$ cat src/rtl/rd_decode_sb_pkg.sv
// Shared constants and helpers for the destination-register decode / scoreboard.
// Optional build macro: SB_WB_BYPASS_EN (used by rd_decode_sb).
package rd_decode_sb_pkg;

    // Register-address width and register count of the window.
    localparam int SB_AW   = 5;
    localparam int SB_NREG = 32;

    // %g0: hard-wired zero register, never tracked and never written.
    localparam logic [SB_AW-1:0] G0 = 5'd0;

    // One-hot decode with enable; all zeros when en is low.
    function automatic logic [SB_NREG-1:0] onehot_dec(input logic [SB_AW-1:0] idx,
                                                      input logic             en);
        logic [SB_NREG-1:0] vec;
        vec = '0;
        if (en) begin
            vec[idx] = 1'b1;
        end
        return vec;
    endfunction

endpackage

$ cat src/rtl/rd_decode_sb_dec5to32.sv
// Combinational 5-to-32 one-hot decoder with enable, used on the writeback path.
module dec5to32
    import rd_decode_sb_pkg::*;
(
    input  logic [SB_AW-1:0]   sel,
    input  logic               en,
    output logic [SB_NREG-1:0] onehot
);

    // Same decode as the scoreboard set path so both sides agree bit-for-bit.
    always_comb begin
        onehot = onehot_dec(sel, en);
    end

endmodule

$ cat src/rtl/rd_decode_sb.sv
// Destination-register write-enable decode plus pending-write scoreboard.
// Optional build macro: SB_WB_BYPASS_EN -- when defined, a source register that
// is being written back this cycle does not raise hazard (writeback forwarding).
//
// Issue handshake: an issue transfers in a cycle where issue_valid && issue_ready
// are both high; issue_ready is combinational and depends on issue_valid, so
// the producer must hold issue_valid/issue_rd stable until the transfer occurs.
// Writeback has no back-pressure: every wb_valid cycle is consumed.
module rd_decode_sb
    import rd_decode_sb_pkg::*;
#(
    // Must stay equal to the package constants (NREG == 2**AW).
    parameter int NREG = SB_NREG,
    parameter int AW   = SB_AW
) (
    input  logic            clk,
    input  logic            rst_n,
    input  logic            issue_valid,
    input  logic [AW-1:0]   issue_rd,
    output logic            issue_ready,
    input  logic [AW-1:0]   rs1,
    input  logic [AW-1:0]   rs2,
    output logic            hazard,
    input  logic            wb_valid,
    input  logic [AW-1:0]   wb_rd,
    output logic [NREG-1:0] wr_en,
    output logic [NREG-1:0] pending,
    output logic [AW:0]     pending_cnt
);

    logic            wb_hit;
    logic            issue_fire;
    logic            set_chg;
    logic            clr_chg;
    logic [NREG-1:0] set_vec;
    logic [NREG-1:0] wb_vec;
    logic [NREG-1:0] pending_nxt;
    logic [AW:0]     cnt_nxt;

    // Writes to %g0 are accepted but have no effect anywhere.
    assign wb_hit = wb_valid && (wb_rd != G0);

    dec5to32 u_dec (
        .sel    (wb_rd),
        .en     (wb_hit),
        .onehot (wb_vec)
    );

    // WAW stall: destination still pending unless it retires this very cycle.
    always_comb begin
        issue_ready = !(issue_valid && (issue_rd != G0) && pending[issue_rd] &&
                        !(wb_valid && (wb_rd == issue_rd)));
    end

    // RAW hazard on the current scoreboard, optionally forwarding from writeback.
    always_comb begin
        logic hz1;
        logic hz2;
        hz1 = (rs1 != G0) && pending[rs1];
        hz2 = (rs2 != G0) && pending[rs2];
`ifdef SB_WB_BYPASS_EN
        if (wb_valid && (wb_rd == rs1)) begin
            hz1 = 1'b0;
        end
        if (wb_valid && (wb_rd == rs2)) begin
            hz2 = 1'b0;
        end
`endif
        hazard = hz1 || hz2;
    end

    // Next scoreboard: clear on writeback, then set on issue so set wins a tie.
    // The counter only moves when a bit really flips.
    always_comb begin
        issue_fire  = issue_valid && issue_ready && (issue_rd != G0);
        set_vec     = onehot_dec(issue_rd, issue_fire);
        pending_nxt = (pending & ~wb_vec) | set_vec;
        set_chg     = issue_fire && !pending[issue_rd];
        clr_chg     = wb_hit && pending[wb_rd] && !(issue_fire && (issue_rd == wb_rd));
        cnt_nxt     = pending_cnt + (AW+1)'(set_chg) - (AW+1)'(clr_chg);
    end

    // Scoreboard, counter and one-cycle write-enable pulse; reset drops everything.
    always_ff @(posedge clk or negedge rst_n) begin
        if (!rst_n) begin
            pending     <= '0;
            pending_cnt <= '0;
            wr_en       <= '0;
        end else begin
            pending     <= pending_nxt;
            pending_cnt <= cnt_nxt;
            wr_en       <= wb_vec;
        end
    end

endmodule

$ cat config.mk
export PLATFORM = sky130hd
export DESIGN_NAME = rd_decode_sb
export DESIGN_NICKNAME = d
export VERILOG_FILES = /design/src/rtl/rd_decode_sb_pkg.sv /design/src/rtl/rd_decode_sb_dec5to32.sv /design/src/rtl/rd_decode_sb.sv
export SDC_FILE = /design/constraint.sdc
export NUM_CORES = 1
export LEC_CHECK = 0
export CORE_MARGIN = 10
export CORE_UTILIZATION = 57
export CTS_CLUSTER_SIZE = 10
export DETAILED_ROUTE_END_ITERATION = 7
export DONT_BUFFER_PORTS = 1
export PLACE_DENSITY_LB_ADDON = 0.12
export SETUP_SLACK_MARGIN = 0.5
export SYNTH_ARGS = -nofsm -noshare
export SYNTH_HDL_FRONTEND = slang
export SYNTH_SLANG_ARGS = --single-unit
export TNS_END_PERCENT = 100
$ cat constraint.sdc
create_clock -name clk -period 7.5 [get_ports clk]
set_input_delay 0.75 -clock clk [delete_from_list [all_inputs] [get_ports clk]]
set_output_delay 0.75 -clock clk [all_outputs]
set_load 0.02 [all_outputs]
==> summary.md <==
| Metric | Value |
|---|---|
| Clk sinks | 70 |
| Syn Area/Cell | 11.1 um2 |
| R2R Path End | pending_cnt[4] |
| Library cells used by synthesis | 47 |
| Largest net degree at the start of global routing | 71 |
| Final hold violations | 0 |
| Worst skew pair latency | 0.36 ns |
| Nets@finish | 377 |
| Async S/R FF share, synth | 100% |
| Vias | 3050 |
| Routed wire length | 12.0 mm |
| # port buffers | 0 |
| Power density cells | 310 nW/um2 |
| Final Wtd Congestion | 0.926 |
| Clock Skews | 0.00827 ns |
| RSZ-0062 raised after global routing | false |
| Post-Syn Area | 3990 um2 |
| Hold Buf Count CTS | 0 |
| Worst r2r src | pending[20] |
| P_leak | 2.05 nW |
| Type of the most critical hold path | in -> async |
| TritonCTS clock tree | yes |
| CTS H-tree depth | 3 |
| Worst-margin pin slew | 0.845 ns |
| Post-Synthesis Net Count | 391 |
| Layout cells sized above 1 | 11.4% |
| Initial antenna violation count | 0 |
| Ys Warns | 0 |
| Synth Area in XOR/XNOR | 2.20% |
| Crit path max fanout | 6 |
| Post-CTS Resized | 0 |
| Gr usage total | 22.1% |
| Root buffer cell | clkbuf_8 |
| Setup TNS | 0 ns |
| Arrival time at the worst endpoint | 3.50 ns |
| Die area | 10700 um2 |
| Nature of the critical path endpoint | flip-flop |
| Post-Syn Instances | 360 |
| Clock slew at reported path FFs | 0.08 ns |
| Longest Clk Path Bufs | 2 |
| Worst R2R Setup Slack | 4.29 ns |
| Antenna-violating nets left | 0 |
| Crit path cell chain | mux4_2, a22o_1, a221oi_1, a221oi_1, ha_1, inv_1, ha_1, fa_1, a21oi_1, nor2_1, nor2_1, xnor2_1 |
| Synth Area in Adders | 2.39% |
| Slowest cell on the critical path | dfrtp_1 |
| Status | complete, no violations |
| Placed cell area | 3980 um2 |
| CTS buffer count | 9 |
| WL per Instance | 26.9 um |
| Post-synthesis simple-gate area fraction | 13.2% |
| Post-CTS Setup Inserts | 0 |
| Die Y | 104 um |
| Boundary Pins | 96 |
| Post-synthesis compound-gate area fraction | 13.0% |
| Layout overhead on the synthesized area | 5.37% |
| Peak Freq | 312 MHz |
| Final-report setup violation count | 0 |
| Place WS | 4.05 ns |
| Finished Cell Area | 4200 um2 |
| Sequential area share after synthesis | 44.0% |
| Post-synth EDFFs | 0 |
| Vias in the first global route | 2993 |
| Critical path required time | 7.79 ns |
| Fin crit share | 42.8% |
| DRC viols | 0 |
| Max-Slew Margin vs Limit | 43.5% |
| N_diodes | 0 |
| CP Launch Type | flip-flop |
| Worst vdd ir | 0.164 mV |
| Core area | 6790 um2 |
| FF-to-FF path depth | 12 |
| Number of DRC markers in iteration 0 | 267 |
| Slack of the critical path | 4.29 ns |
| Tmin final | 3.21 ns |
| Router iterations before antenna repair | 5 |
| First-pass GRT wire length | 18.6 mm |
| Die width | 104 um |
| Largest family of logic cells by synthesized area | multiplexers |
| #FFs+latches synth | 70 |
| Num rows | 30 |
| Post-synthesis mux area share | 18.1% |
| Initial Utilization | 58.7% |
| Via density | 6.82 |
| Setup CP Type | reg -> reg |
| DP Wirelength | 8.61 mm |
| GRT overflow | 0 |
| CP peak stage delay | 0.55 ns |
| Max cap viols | 0 |
| Final Max Tran Viols | 0 |
| Most used DFF post-synth | dfrtp_1 |
## Yosys cell counts, types with 2 or more instances
cell type,number,area [um2]
clkbuf_1,12,45.0
and3b_1,4,35.0
o22ai_1,8,50.1
a21oi_1,6,30.0
a221oi_1,3,26.3
buf_1,2,7.51
xor2_1,3,26.3
a211o_1,2,17.5
nor4_1,2,12.5
and3_1,5,31.3
nand3b_1,8,60.1
a22o_1,2,17.5
nand3_1,3,15.0
buf_6,3,33.8
buf_2,8,40.0
or3b_1,3,26.3
nor3_1,6,30.0
ha_1,6,75.1
xnor2_1,7,61.3
a32o_1,31,310
o211ai_1,2,15.0
dfrtp_1,70,1750
nor3b_1,7,52.6
nor2_1,10,37.5
mux2i_1,26,260
nand2_1,39,146
inv_1,40,150
nand2b_1,3,18.8
mux4_2,20,450
nand4_1,2,12.5
## cell usage in the layout, fill, tap and decap left out, types with 2 or more instances in the layout
master / count
clkinv_4: 2
and3_1: 5
mux4_2: 20
o22ai_1: 8
xnor2_1: 7
nor2_1: 10
nor4_1: 2
nand2b_1: 3
nor3_1: 6
a221oi_1: 3
ha_1: 6
a211o_1: 2
a22o_1: 2
nand3b_1: 8
clkinv_2: 2
o211ai_1: 2
nand3_1: 3
xor2_1: 3
and3b_1: 4
nor3b_1: 7
bufinv_16: 2
nand4_1: 2
a21oi_1: 6
mux2i_1: 26
clkbuf_8: 9
or3b_1: 3
inv_1: 40
nand2_1: 39
dfrtp_1: 70
a32o_1: 31
## cell families (layout without fill, tap and decap cells)
| family | count (synthesis) | after routing |
|---|---|---|
| and+or+nand+nor | 98 | 98 |
| DFF | 70 | 70 |
| buffers and inverters | 66 | 57 |
| AOI/OAI and AO/OA | 61 | 61 |
| muxes | 47 | 47 |
| xor gates and xnor gates | 10 | 10 |
| adders and majority gates | 7 | 7 |
| other | 1 | 1 |
## layer usage
layer	track usage (%)	routed length (um)	vias up	share of wire, %
met1	28.8	4800	1562	40
met4	7.56	208	0	1.7
met3	9.98	1600	19	13
met5	0	0	-	0
li1	-	-	1293	-
met2	31.7	5430	176	45
## state kept, by name, summed over array words and instances (netlist names)
name         cells
pending         32
wr_en           32
pending_cnt      6
## power breakdown
group	internal [mW]	total [mW]	switching (mW)	leakage, nW
registers	0.441	0.647	0.206	0.909
clock network	0.188	0.341	0.152	0.114
logic	0.182	0.316	0.134	1.03
total	0.812	1.30	0.492	2.05
## cell type report
class | count | area, um2
repair buffers | 1 | 7.51
clock buffers | 9 | 124
well taps | 96 | 120
flip-flops and latches | 70 | 1750
fillers | 552 | 2590
clock inverters | 7 | 96.3
inverters | 40 | 150
multi-input cells | 224 | 1950
## how the worst max path moves through the flow
| stage | startpoint | to |
|---|---|---|
| detailed placement | wb_rd[2] | pending_cnt[5] |
| global route | pending[18] | pending_cnt[5] |
| floorplan | wb_rd[0] | pending_cnt[4] |
| global placement | wb_rd[2] | pending_cnt[5] |
| CTS | pending[20] | pending_cnt[4] |
| finish | pending[20] | pending_cnt[4] |
## worst max-delay path: cells and delay by family, from the launching register on
| family | cells | cell delay, ns |
|---|---|---|
| flip-flops | 1 | 0.55 |
| adder cells (fa/ha/maj) | 3 | 0.93 |
| multiplexers | 1 | 0.51 |
| buffers and inverters | 1 | 0.05 |
| AND/OR/NAND/NOR | 2 | 0.16 |
| AO/OA/AOI/OAI | 4 | 0.81 |
| XOR/XNOR | 1 | 0.12 |
## through the flow
step / cells / power (mW) / hold slack (ns) / utilization (%)
after CTS: 447 / 1.31 / 0.0675 / 61.8
after floorplan: 360 / 0.879 / 0.454 / -
after global placement: 431 / 0.960 / 0.457 / 58.6
final: 447 / 1.30 / 0.0715 / 61.8
after detailed placement: 431 / 0.969 / 0.457 / 58.6
after global routing: 447 / 1.37 / 0.0618 / 61.8
(Power assumes the default switching activity.)
